<file path="src/rtl/ifu_pkg.sv">
// Shared types and constants for the instruction fetch unit and its prefetch FIFO.
package ifu_pkg;

  localparam int INSTR_W = 32;
  localparam int PC_W    = 32;

  localparam logic [PC_W-1:0] PC_STEP = 32'd4;

  typedef enum logic [1:0] {
    IDLE,
    WAIT,
    DROP
  } ifu_state_e;

  typedef struct packed {
    logic [PC_W-1:0]    pc;
    logic [INSTR_W-1:0] instr;
  } fifo_entry_t;

  function automatic logic [PC_W-1:0] word_align(input logic [PC_W-1:0] addr);
    return addr & ~PC_W'(3);
  endfunction

endpackage

</file>
<file path="src/rtl/ifu_fifo.sv">
// Prefetch FIFO of {pc, instr} entries with push/pop/flush and async active-high reset.
module ifu_fifo
  import ifu_pkg::*;
#(
  parameter int  DEPTH = 4,
  localparam int PTR_W = $clog2(DEPTH),
  localparam int CNT_W = $clog2(DEPTH + 1)
) (
  input  logic             clk,
  input  logic             rst,
  input  logic             push,
  input  logic             pop,
  input  logic             flush,
  input  fifo_entry_t      wdata,
  output fifo_entry_t      rdata,
  output logic [CNT_W-1:0] count,
  output logic             full,
  output logic             empty
);

  fifo_entry_t      mem [DEPTH];
  logic [PTR_W-1:0] wr_ptr;
  logic [PTR_W-1:0] rd_ptr;
  logic             do_push;
  logic             do_pop;

  // Flush wins over both ports; overflow and underflow are dropped silently.
  assign do_push = push && !full && !flush;
  assign do_pop  = pop && !empty && !flush;

  always_ff @(posedge clk or posedge rst) begin
    if (rst) begin
      wr_ptr <= '0;
      rd_ptr <= '0;
      count  <= '0;
    end else if (flush) begin
      wr_ptr <= '0;
      rd_ptr <= '0;
      count  <= '0;
    end else begin
      if (do_push) wr_ptr <= wr_ptr + PTR_W'(1);
      if (do_pop)  rd_ptr <= rd_ptr + PTR_W'(1);
      case ({do_push, do_pop})
        2'b10:   count <= count + CNT_W'(1);
        2'b01:   count <= count - CNT_W'(1);
        default: count <= count;
      endcase
    end
  end

  // Storage is cleared on reset so the head reads as zero out of reset.
  always_ff @(posedge clk or posedge rst) begin
    if (rst) begin
      for (int i = 0; i < DEPTH; i++) mem[i] <= '0;
    end else if (do_push) begin
      mem[wr_ptr] <= wdata;
    end
  end

  assign rdata = mem[rd_ptr];
  assign full  = (count == CNT_W'(DEPTH));
  assign empty = (count == '0);

endmodule

</file>
<file path="src/rtl/instr_fetch_unit.sv">
// Fetch PC owner: single-outstanding req/ack to instruction memory feeding a prefetch FIFO.
// Define IFU_STREAM_EN to keep requesting back-to-back while the FIFO has room.
module instr_fetch_unit
  import ifu_pkg::*;
#(
  parameter int          DEPTH    = 4,
  parameter logic [31:0] RESET_PC = 32'h0000_0000
) (
  input  logic        clk_i,
  input  logic        rst_i,
  input  logic        redirect_i,
  input  logic [31:0] redirect_pc_i,
  output logic        mem_req_o,
  output logic [31:0] mem_addr_o,
  input  logic        mem_ack_i,
  input  logic [31:0] mem_data_i,
  output logic        instr_valid_o,
  output logic [31:0] instr_o,
  output logic [31:0] instr_pc_o,
  input  logic        instr_ready_i
);

  localparam int CNT_W = $clog2(DEPTH + 1);

  ifu_state_e       state_q;
  ifu_state_e       state_d;
  logic [PC_W-1:0]  fetch_pc_q;
  logic [PC_W-1:0]  fetch_pc_d;
  logic [PC_W-1:0]  addr_q;
  logic [PC_W-1:0]  addr_d;
  logic             push;
  logic             pop;
  logic             fifo_full;
  logic             fifo_empty;
  logic [CNT_W-1:0] fifo_count;
  fifo_entry_t      push_entry;
  fifo_entry_t      head;

  assign push = (state_q == WAIT) && mem_ack_i && !redirect_i;
  assign pop  = !fifo_empty && instr_ready_i && !redirect_i;

`ifdef IFU_STREAM_EN
  logic [CNT_W:0] count_after;
  logic           space_after;
  assign count_after = {1'b0, fifo_count} + (CNT_W+1)'(push) - (CNT_W+1)'(pop);
  assign space_after = count_after < (CNT_W+1)'(DEPTH);
`else
  logic fifo_count_unused;
  assign fifo_count_unused = ^fifo_count;
`endif

  always_comb begin
    state_d    = state_q;
    fetch_pc_d = fetch_pc_q;
    if (redirect_i) begin
      fetch_pc_d = word_align(redirect_pc_i);
      case (state_q)
        WAIT, DROP: state_d = mem_ack_i ? IDLE : DROP;
        default:    state_d = IDLE;
      endcase
    end else begin
      case (state_q)
        IDLE: if (!fifo_full) state_d = WAIT;
        WAIT: begin
          if (mem_ack_i) begin
            fetch_pc_d = fetch_pc_q + PC_STEP;
`ifdef IFU_STREAM_EN
            state_d = space_after ? WAIT : IDLE;
`else
            state_d = IDLE;
`endif
          end
        end
        DROP:    if (mem_ack_i) state_d = IDLE;
        default: state_d = IDLE;
      endcase
    end
    // A dropped request keeps its original address until the memory acks it.
    addr_d = (state_d == DROP) ? addr_q : fetch_pc_d;
  end

  always_ff @(posedge clk_i or posedge rst_i) begin
    if (rst_i) begin
      state_q    <= IDLE;
      fetch_pc_q <= RESET_PC;
      addr_q     <= RESET_PC;
    end else begin
      state_q    <= state_d;
      fetch_pc_q <= fetch_pc_d;
      addr_q     <= addr_d;
    end
  end

  assign mem_req_o  = (state_q != IDLE);
  assign mem_addr_o = addr_q;

  assign push_entry = '{pc: fetch_pc_q, instr: mem_data_i};

  ifu_fifo #(
    .DEPTH(DEPTH)
  ) u_fifo (
    .clk  (clk_i),
    .rst  (rst_i),
    .push (push),
    .pop  (pop),
    .flush(redirect_i),
    .wdata(push_entry),
    .rdata(head),
    .count(fifo_count),
    .full (fifo_full),
    .empty(fifo_empty)
  );

  assign instr_valid_o = !fifo_empty;
  assign instr_o       = head.instr;
  assign instr_pc_o    = head.pc;

endmodule

</file>
<file path="config.mk">
export PLATFORM = sky130hd
export DESIGN_NAME = instr_fetch_unit
export DESIGN_NICKNAME = d
export VERILOG_FILES = /design/src/rtl/ifu_pkg.sv /design/src/rtl/ifu_fifo.sv /design/src/rtl/instr_fetch_unit.sv
export SDC_FILE = /design/constraint.sdc
export NUM_CORES = 1
export LEC_CHECK = 0
export ABC_AREA = 0
export BUFFER_PORTS_ARGS = -buffer_cell sky130_fd_sc_hd__buf_2
export CORE_UTILIZATION = 59
export CTS_CLUSTER_DIAMETER = 100
export DETAILED_ROUTE_END_ITERATION = 7
export GPL_ROUTABILITY_DRIVEN = 1
export HOLD_SLACK_MARGIN = 0.1
export PLACE_DENSITY = 0.8
export SLEW_MARGIN = 20
export SYNTH_ARGS = -nofsm -noshare
export SYNTH_HDL_FRONTEND = slang
export SYNTH_SLANG_ARGS = --single-unit
export TNS_END_PERCENT = 50
</file>
<file path="constraint.sdc">
create_clock -name clk_i -period 11.9 [get_ports clk_i]
set_input_delay 1.19 -clock clk_i [delete_from_list [all_inputs] [get_ports clk_i]]
set_output_delay 1.19 -clock clk_i [all_outputs]
set_load 0.005 [all_outputs]
</file>
==> impl_metrics.csv, run 1 <==
group,metric,value,unit
status,outcome,"finished, final reports clean",
synth,synth_most_common_cell,"dfrtp_1",
global_routing,overflow,0,
power,powerDensity,219,nW/um^2
sta,finalHoldViolCount,0,
clock_tree,cts_buffers,35,
sta,slew_headroom,24.5,%
sta,drv_slew,0,
power,pwr-share-clk,29.7,%
synth,synth_edf_count,0,
route,drt-wirelength-per-cell,20.8,um
critical_path,cp_slowest_stage_delay,840,ps
power,combPwrFrac,27.6,%
clock_tree,post_cts_resized,0,
critical_path,cp_num_cells,6,
critical_path,critical_path.max_fanout,53,
sta,setup_tns,0,ps
floorplan,initial_core_util,60.2,%
clock_tree,post_cts.repair.setup_buffers,0,
critical_path,path_cells,"buf_2 > inv_2 > o21ai_0 > o21a_1 > and2_2 > mux2_2",
power,p_switching,0.00102,W
route,wl,30500,um
sta,period_minus_slack,4110,ps
synth,syn_nets,1056,
critical_path,r2r_start,"u_fifo.count[1]",
cells_and_area,area_growth,14.9,%
synth,ys_async_sr_fraction,100,%
critical_path,path_delay_family,"buffers and inverters",
synth,synth_commonest_cells,"dfrtp_1, mux2_2, mux4_2",
critical_path,r2r_slack,8950,ps
route,antenna_left,0,
place,hpwl,17900,um
route,first_iter_violations,546,
global_routing,grt_pass1_wl,50000,um
power,p_total,0.00368,W
clock_tree,cts-root-buf,"clkbuf_16",
critical_path,crit_path_end,"mem_addr_o[9]",
power,leakage,8.03,nW
clock_tree,path_clk_slew,60,ps
cells_and_area,final_nets,1196,
critical_path,worst_ep_required_time,12290,ps
synth,yosys_register_bits,329,
synth,yosysUniqueCellTypes,47,
clock_tree,cts_sinks,329,
sta,rsz0062_at_grt,"no",
power,p_seq_share,42.7,%
synth,synth.area.top_cells,"dfrtp_1, mux2_2, mux4_2",
critical_path,cpMaxStageDelayCell,"and2_2",
global_routing,antenna_found_initial,0,
sta,worst_pin_slew,1130,ps
critical_path,critPathBufInv,2,
synth,synthCells,978,
floorplan,die_h,160,um
route,vias_per_cell,6.01,
synth,yosysSeqAreaShare,56.2,%
sta,skew,13.2,ps
route,drc,0,
synth,synth_top_area_share,56.2,%
synth,ys_warn_count,0,
sta,setup_violations,0,
min_path,hold_class,"reg -> reg",
critical_path,worst-setup-path-type,"in -> reg",
place,portBuffers,164,
clock_tree,insertion_delay,500,ps
critical_path,r2r_end,"mem_addr_o[9]",
critical_path,critPathLaunch,"redirect_i",
cells_and_area,fillers,1705,
power,ir_worst_vdd,0.000122,V
clock_tree,clock_path_buffers,3,
synth,synthesis.area,14600,um^2
flow_run,maxCapViolations,0,
critical_path,end_kind,"flip-flop",
clock_tree,tritoncts,"built",
synth,synth_top_area_cell,"dfrtp_1",
route,drt_first_pass_iters,6,
floorplan,die_area,25500,um^2
sta,fin_crit_sh,34.5,%
clock_tree,hold_buffers,0,
synth,synth_ff_type,"dfrtp_1",
global_routing,grt_max_degree,127,
route,dr_total_vias,8810,
global_routing,grt.total_usage,24.9,%
critical_path,worstRegToRegCells,5,
floorplan,rows,57,
floorplan,die_w,160,um
global_routing,grt_pass1_vias,9349,
cells_and_area,diodes,0,
cells_and_area,final_util,69.2,%
clock_tree,cts.htree.levels,2,
floorplan,core,24300,um^2
sta,fmax,243,MHz
critical_path,worst_ep_arrival_time,4500,ps
floorplan,pin_count,167,
place,gp_congestion,0.760,
critical_path,worst_setup_path_start_kind,"input port",
power,switching_share,27.8,%
cells_and_area,drive_gt1_share,51.4,%
power,p_int,0.00266,W
synth,avgSynthCellArea,15.0,um^2
-- power groups by stage --
stage	combinational [W]	clock, W	sequential (W)
6_report	0.00102	0.00109	0.00157
3_3_place_gp	0.00100	0	0.00157
3_5_place_dp	0.00103	0	0.00159
5_1_grt	0.00110	0.00115	0.00161
2_1_floorplan	0.000740	0	0.00150
4_1_cts	0.00103	0.00111	0.00157
-- worst reg2reg max path: stages, from the launching register on --
cell and delay, ps:
dfrtp_1 440, or3b_1 450, nor3_1 150, o21a_1 540, and2_2 840, mux2_2 430
-- worst min-delay path by stage --
stage	end	slack, ps	cells after the start	startpoint
floorplan	u_fifo.mem[100]	470	1	u_fifo.mem[100]
global placement	mem_addr_o[13]	480	1	mem_addr_o[13]
detailed placement	u_fifo.mem[107]	490	1	u_fifo.mem[107]
CTS	u_fifo.mem[107]	500	1	u_fifo.mem[107]
global route	u_fifo.mem[92]	510	1	u_fifo.mem[92]
finish	u_fifo.mem[107]	500	1	u_fifo.mem[107]
-- cell families after synthesis --
logic type	synth area share, %
buf+inv	2.61
simple gates	4.71
flops	56.2
fa+ha+maj	0.820
compound gates	2.32
xor+xnor	1.55
mux	31.8
-- sequential cells by signal, summed over array words and instances, names as in the netlist --
name / flops
state_q: 2
u_fifo.count: 3
u_fifo.rd_ptr: 2
fetch_pc_q: 32
mem_addr_o: 32
u_fifo.wr_ptr: 2
u_fifo.mem: 256
-- cells in the final DEF, fill, tap and decap left out, types with 3 or more instances in the layout --
master       n
xnor2_1     10
clkinv_2     7
mux2_2     280
bufinv_16    3
clkbuf_8     6
nor3b_1      4
a21oi_1      9
nor4_1       5
nor2_1      23
buf_2      164
and4_1       3
nand2_1     30
nand4_1     13
a221oi_2     3
xor2_1      16
inv_1       18
nand3_1     14
mux2i_1      5
dfrtp_1    327
clkbuf_1     9
nand2_4      4
nor3_1      13
a221oi_1     5
o21ai_0     17
mux4_2      64
a221o_1      3
clkbuf_16   37
nor2b_1      6
buf_4        5
ha_1         8
-- metrics by stage --
| stage | hold WS [ps] | cell area (um^2) | cells | setup slack [ps] |
|---|---|---|---|---|
| 2_1_floorplan | 474 | 14600 | 978 | 1600 |
| 3_3_place_gp | 477 | 15700 | 1405 | 7330 |
| 3_5_place_dp | 487 | 15700 | 1405 | 7280 |
| 4_1_cts | 500 | 16800 | 1467 | 7680 |
| 5_1_grt | 509 | 16800 | 1467 | 7550 |
| 6_report | 499 | 16800 | 1467 | 7790 |
-- metal layers --
layer / track usage [%] / up-vias / share of wire [%]
met5: 0 / - / 0
li1: - / 3884 / -
met2: 41.8 / 223 / 50
met1: 34.5 / 4658 / 44
met4: 6.16 / 0 / 1.9
met3: 3.52 / 45 / 4.4
-- layout make-up --
cell class                      instances  area, um^2  area share [%]
Clock buffer                           52        1040            6.19
Multi-Input combinational cell        563        6070            36.1
Sequential cell                       329        8240            49.0
Tap cell                              324         405            2.41
Clock inverter                         10         125           0.743
Timing Repair Buffer                  169         858            5.10
Inverter                               20        82.6           0.491
Power figures use the tool's default switching activity.
==> run 2: changes to the inputs <==
Clock period 11.9 ns to 4.3 ns, I/O delays scaled along.
==> run 2 against run 1 <==
Register-to-register slack got worse by 7700 ps; core utilization increased by 0.29 points; hold slack worse by 360 ps; routed wire length is 0.46% lower; sequential share of layout area down 0.21 points; largest cell class unchanged; largest power group unchanged.
==> impl_metrics.csv, run 2 (synthesis results as in run 1) <==
group,metric,value,unit
status,outcome,"finished, final reports clean",
power,powerDensity,604,nW/um^2
sta,worst_pin_slew,1080,ps
cells_and_area,multi_input_area,6080,um^2
cells_and_area,final_cell_mix,"dfrtp_1, mux2_2, buf_2",
clock_tree,post_cts_resized,0,
clock_tree,clock_path_buffers,3,
floorplan,initial_core_util,60.2,%
sta,skew,15.1,ps
route,vias_per_cell,5.92,
route,drt-wirelength-per-cell,20.6,um
route,dr_total_vias,8697,
floorplan,rows,57,
critical_path,r2r_start,"u_fifo.count[1]",
sta,fmax,329,MHz
critical_path,worst-setup-path-type,"reg -> reg",
critical_path,r2r_slack,1260,ps
critical_path,worst_setup_path_start_kind,"flip-flop",
floorplan,pin_count,167,
clock_tree,tritoncts,"built",
floorplan,die_h,160,um
critical_path,critPathLaunch,"u_fifo.count[1]",
place,gp_congestion,0.764,
cells_and_area,fillers,1714,
min_path,hold_class,"in -> async",
power,p_total,0.0102,W
route,drt_first_pass_iters,4,
place,dpl-instance-area,15700,um^2
clock_tree,hold_buffers,0,
critical_path,end_kind,"flip-flop",
route,antenna_left,0,
flow_run,maxCapViolations,0,
place,portBuffers,164,
cells_and_area,drive_gt1_share,51.7,%
global_routing,antenna_found_initial,2,
sta,finalHoldViolCount,0,
floorplan,die_area,25500,um^2
sta,fin_crit_sh,70.7,%
route,first_iter_violations,508,
power,leakage,8.06,nW
critical_path,worstRegToRegCells,5,
floorplan,core,24300,um^2
global_routing,grt.total_usage,25.0,%
cells_and_area,largest_register_ffs,256,
clock_tree,cts_buffers,35,
cells_and_area,final_nets,1198,
global_routing,grt_pass1_wl,50000,um
power,ir_worst_vdd,0.000367,V
clock_tree,cts.htree.levels,2,
cells_and_area,layout_commonest_cell,"dfrtp_1",
place,hpwl,17900,um
cells_and_area,seq_area,8240,um^2
route,wl,30300,um
critical_path,worst_ep_required_time,4690,ps
floorplan,die_w,160,um
sta,drv_slew,0,
global_routing,grt_max_degree,120,
clock_tree,insertion_delay,510,ps
cells_and_area,area_growth,15.4,%
clock_tree,path_clk_slew,60,ps
critical_path,worst_ep_arrival_time,3430,ps
sta,period_minus_slack,3040,ps
sta,setup_violations,0,
cells_and_area,final_cells,1470,
cells_and_area,top_register,"u_fifo.mem",
global_routing,overflow,0,
critical_path,critical_path.max_fanout,32,
cells_and_area,finalInstanceArea,16900,um^2
clock_tree,cts_sinks,329,
place,dp_cells,1407,
route,drc,0,
sta,finalWorstSetupSlack,1260,ps
global_routing,grt_pass1_vias,9219,
clock_tree,cts-root-buf,"clkbuf_16",
place,pre_cts_slack,1280,ps
sta,rsz0062_at_grt,"no",
clock_tree,post_cts.repair.setup_buffers,0,
sta,slew_headroom,27.9,%
-- run 2: cell types whose count changed in the layout (fill, tap and decap cells not counted) --
cell | before | now
clkbuf_1 | 9 | 6
clkbuf_8 | 6 | 8
bufinv_16 | 3 | 2
nor3_4 | 0 | 1
buf_4 | 5 | 3
diode_2 | 0 | 1
inv_8 | 1 | 0
nor3_2 | 2 | 1
buf_12 | 0 | 4
clkinvlp_4 | 0 | 3
-- run 2: metrics by stage --
step           setup TNS, ps  util [%]  hold WS [ps]
3_3_place_gp               0      64.6           479
5_1_grt                    0      69.5           151
4_1_cts                    0      69.5           146
2_1_floorplan        -171960         -           474
3_5_place_dp               0      64.6           488
6_report                   0      69.5           139
-- run 2: worst max-delay path: stages (launching register included) --
cell     delay, ps
dfrtp_1        440
or3b_1         450
nor3_1         150
o21a_1         560
and2_2         890
mux2_2         420
-- run 2: layout make-up --
| type | instances | share of cell area [%] |
|---|---|---|
| repair buffers | 171 | 5.46 |
| clock inverters | 11 | 0.652 |
| inverters | 20 | 0.466 |
| well taps | 324 | 2.40 |
| clock buffers | 51 | 6.26 |
| diodes | 1 | 0.0148 |
| flip-flops and latches | 329 | 48.8 |
| multi-input cells | 563 | 36.0 |
-- run 2: path summary, 6_finish.rpt --
path | end
setup / recovery | mem_addr_o[16]
hold / removal | u_fifo.mem[218]
setup reg to reg | mem_addr_o[16]
hold reg to reg | u_fifo.mem[19]
max in group asynchronous | u_fifo.rd_ptr[1]
min in group clk_i | fetch_pc_q[14]
-- run 2: report_power, final --
group | total [W] | switching (W) | internal (W)
sequential | 0.00439 | 0.000566 | 0.00382
combinational | 0.00279 | 0.00109 | 0.00170
clock | 0.00302 | 0.00119 | 0.00183
-- run 2: per-layer routing --
metal  routed length [um]  share of wire, %  track usage (%)
met3                 1580               5.2             5.24
met1                13300                44             34.6
met4                  576               1.9             6.56
met5                   13             0.043                0
met2                14900                49             40.7
==> run 3: changes to the inputs <==
Settings changed: ABC_AREA 0 to 1.
Clock period 4.3 ns to 2.8 ns, I/O delays scaled along.
==> run 3 against run 2 <==
The run now ends with design-rule violations left; sequential power up 49%; design area rose by 5.4%; non-clock buffer count grew 79; register-to-register slack lost 610 ps; clock skew shrank 1.1 ps; die area up 2.8%; synthesized cell count grew 83%; combinational power up 68%; largest cell class unchanged.
==> impl_metrics.csv, run 3 <==
group,metric,value,unit
cells_and_area,top_register,"u_fifo.mem",
critical_path,path_delay_family,"flip-flops",
route,drc,1,
cells_and_area,largest_register_ffs,256,
synth,synth.area.top_cells,"dfrtp_1, nand2_1, o21ai_1",
power,p_total,0.0157,W
critical_path,critPathBufInv,3,
cells_and_area,area_growth,18.3,%
cells_and_area,layout_commonest_cell,"nand2_1",
power,ir_worst_vdd,0.000541,V
clock_tree,insertion_delay,510,ps
cells_and_area,final_cells,2315,
cells_and_area,drive_gt1_share,15.4,%
critical_path,critical_path.max_fanout,88,
place,gp_congestion,0.944,
global_routing,antenna_found_initial,0,
global_routing,grt_pass1_wl,61400,um
clock_tree,cts.htree.levels,2,
synth,synth_most_common_cell,"nand2_1",
floorplan,die_h,162,um
synth,ys_async_sr_fraction,100,%
clock_tree,cts_sinks,329,
sta,slew_headroom,50.4,%
place,dp_cells,2194,
sta,worst_pin_slew,744,ps
global_routing,grt_pass1_vias,12435,
critical_path,path_cells,"clkinv_2 > buf_12 > o21ai_0 > o22ai_1 > buf_2",
place,hpwl,22400,um
power,powerDensity,883,nW/um^2
place,dpl-instance-area,16100,um^2
cells_and_area,diodes,0,
critical_path,cpMaxStageDelayCell,"dfrtp_4",
sta,skew,14.0,ps
place,portBuffers,164,
sta,period_minus_slack,2520,ps
sta,finalHoldViolCount,0,
floorplan,die_area,26200,um^2
clock_tree,cts_buffers,35,
synth,synth_edf_count,0,
critical_path,worst_setup_path_start_kind,"flip-flop",
flow_run,maxCapViolations,0,
floorplan,pin_count,167,
synth,synthCells,1787,
synth,synthesis.area,15100,um^2
cells_and_area,finalInstanceArea,17800,um^2
critical_path,worst_ep_required_time,2520,ps
global_routing,grt.total_usage,29.0,%
route,drt-wirelength-per-cell,16.0,um
global_routing,overflow,0,
synth,avgSynthCellArea,8.43,um^2
floorplan,core,25100,um^2
clock_tree,post_cts_resized,0,
status,outcome,"finished, violations left",
floorplan,die_w,162,um
synth,yosys_register_bits,329,
clock_tree,path_clk_slew,60,ps
synth,synth_ff_type,"dfrtp_1",
cells_and_area,final_cell_mix,"nand2_1, dfrtp_1, o21ai_1",
route,antenna_left,0,
sta,setup_tns,0,ps
route,vias_per_cell,5.56,
critical_path,end_kind,"output pin",
sta,fmax,396,MHz
critical_path,worst-setup-path-type,"reg -> out",
global_routing,grt_max_degree,111,
synth,ys_warn_count,0,
synth,synth_commonest_cells,"nand2_1, dfrtp_1, o21ai_1",
clock_tree,tritoncts,"built",
sta,rsz0062_at_grt,"no",
critical_path,cp_slowest_stage_delay,620,ps
synth,synth_top_area_share,54.7,%
status,violations,"design-rule violations",
critical_path,worst_ep_arrival_time,2240,ps
route,dr_total_vias,12871,
floorplan,rows,58,
sta,drv_slew,0,
synth,yosysUniqueCellTypes,43,
clock_tree,clock_path_buffers,3,
route,first_iter_violations,1306,
clock_tree,cts-root-buf,"clkbuf_16",
clock_tree,post_cts.repair.setup_buffers,0,
synth,syn_nets,1865,
route,drt_first_pass_iters,8,
synth,synth_top_area_cell,"dfrtp_1",
synth,yosysSeqAreaShare,54.7,%
sta,setup_violations,0,
floorplan,initial_core_util,60.0,%
power,leakage,8.85,nW
sta,fin_crit_sh,90.2,%
min_path,hold_class,"in -> reg",
route,wl,37100,um
cells_and_area,final_nets,2039,
-- run 3: cell types whose count changed after synthesis, moves of 64 or more --
cell     change
inv_1       +75
mux2_2     -280
o21ai_1    +259
o21ai_0    +127
mux4_2      -64
nand2_1    +432
o22ai_1     +64
nor2_1     +136
-- run 3: area by class of cell --
type	instances	area [um^2]
timing repair buffer	250	1780
tap	330	413
clock buffer	55	1090
sequential	329	8240
multi-input combinational	1238	5840
fill	1908	7300
inverter	107	412
clock inverter	6	36.3
-- run 3: kinds of logic (layout without fill, tap and decap cells) --
kind of cell,after synthesis,in the layout,share of synthesized area (%)
DFF,329,329,54.7
buffers and inverters,220,418,6.69
AOI/OAI and AO/OA,489,489,17.1
xor gates and xnor gates,6,6,0.349
and+or+nand+nor,734,734,20.4
adders and majority gates,9,9,0.797
-- run 3: path summary, 6_finish.rpt --
path	startpoint	to	slack, ps	cells past startpoint
hold reg to reg	mem_addr_o[11]	mem_addr_o[11]	470	2
min in group asynchronous	rst_i	u_fifo.mem[33]	320	3
max in group asynchronous	rst_i	mem_addr_o[17]	1540	4
hold / removal	redirect_pc_i[22]	mem_addr_o[22]	110	4
setup reg to reg	state_q[1]	u_fifo.count[2]	650	12
setup / recovery	u_fifo.rd_ptr[0]	instr_pc_o[12]	280	5
-- run 3: per-stage QoR --
step	setup WS [ps]	hold slack (ps)	utilization (%)
after CTS	299	103	70.9
after detailed placement	686	294	64.1
final	275	110	70.9
after global routing	172	126	70.9
after global placement	720	290	64.1
after floorplan	-1870	416	-
-- run 3: metal layers --
metal | up-vias | track usage [%] | wire length (um)
met4 | 0 | 8.23 | 726
met5 | - | 0 | 0
met2 | 471 | 47.6 | 17800
met1 | 6113 | 40.7 | 16300
li1 | 6221 | - | -
met3 | 66 | 3.63 | 2270
-- run 3: repair_timing --
| action | 4_1_cts | 5_1_grt |
|---|---|---|
| endpoints found under the hold margin | 159 | 0 |
| hold buffers | 60 | 0 |
| setup endpoints to repair | 0 | 0 |
-- run 3: worst min-delay path: cells and delay by family --
kind / cells / cell delay, ps
buffers and inverters: 1 / 70
and+or+nand+nor: 3 / 230
-- run 3: where the power goes --
part / switching [W] / leakage, nW / internal [W]
combinational: 0.00279 / 3.96 / 0.00190
clock: 0.00182 / 0.563 / 0.00268
sequential: 0.000668 / 4.33 / 0.00587
total: 0.00528 / 8.85 / 0.0105
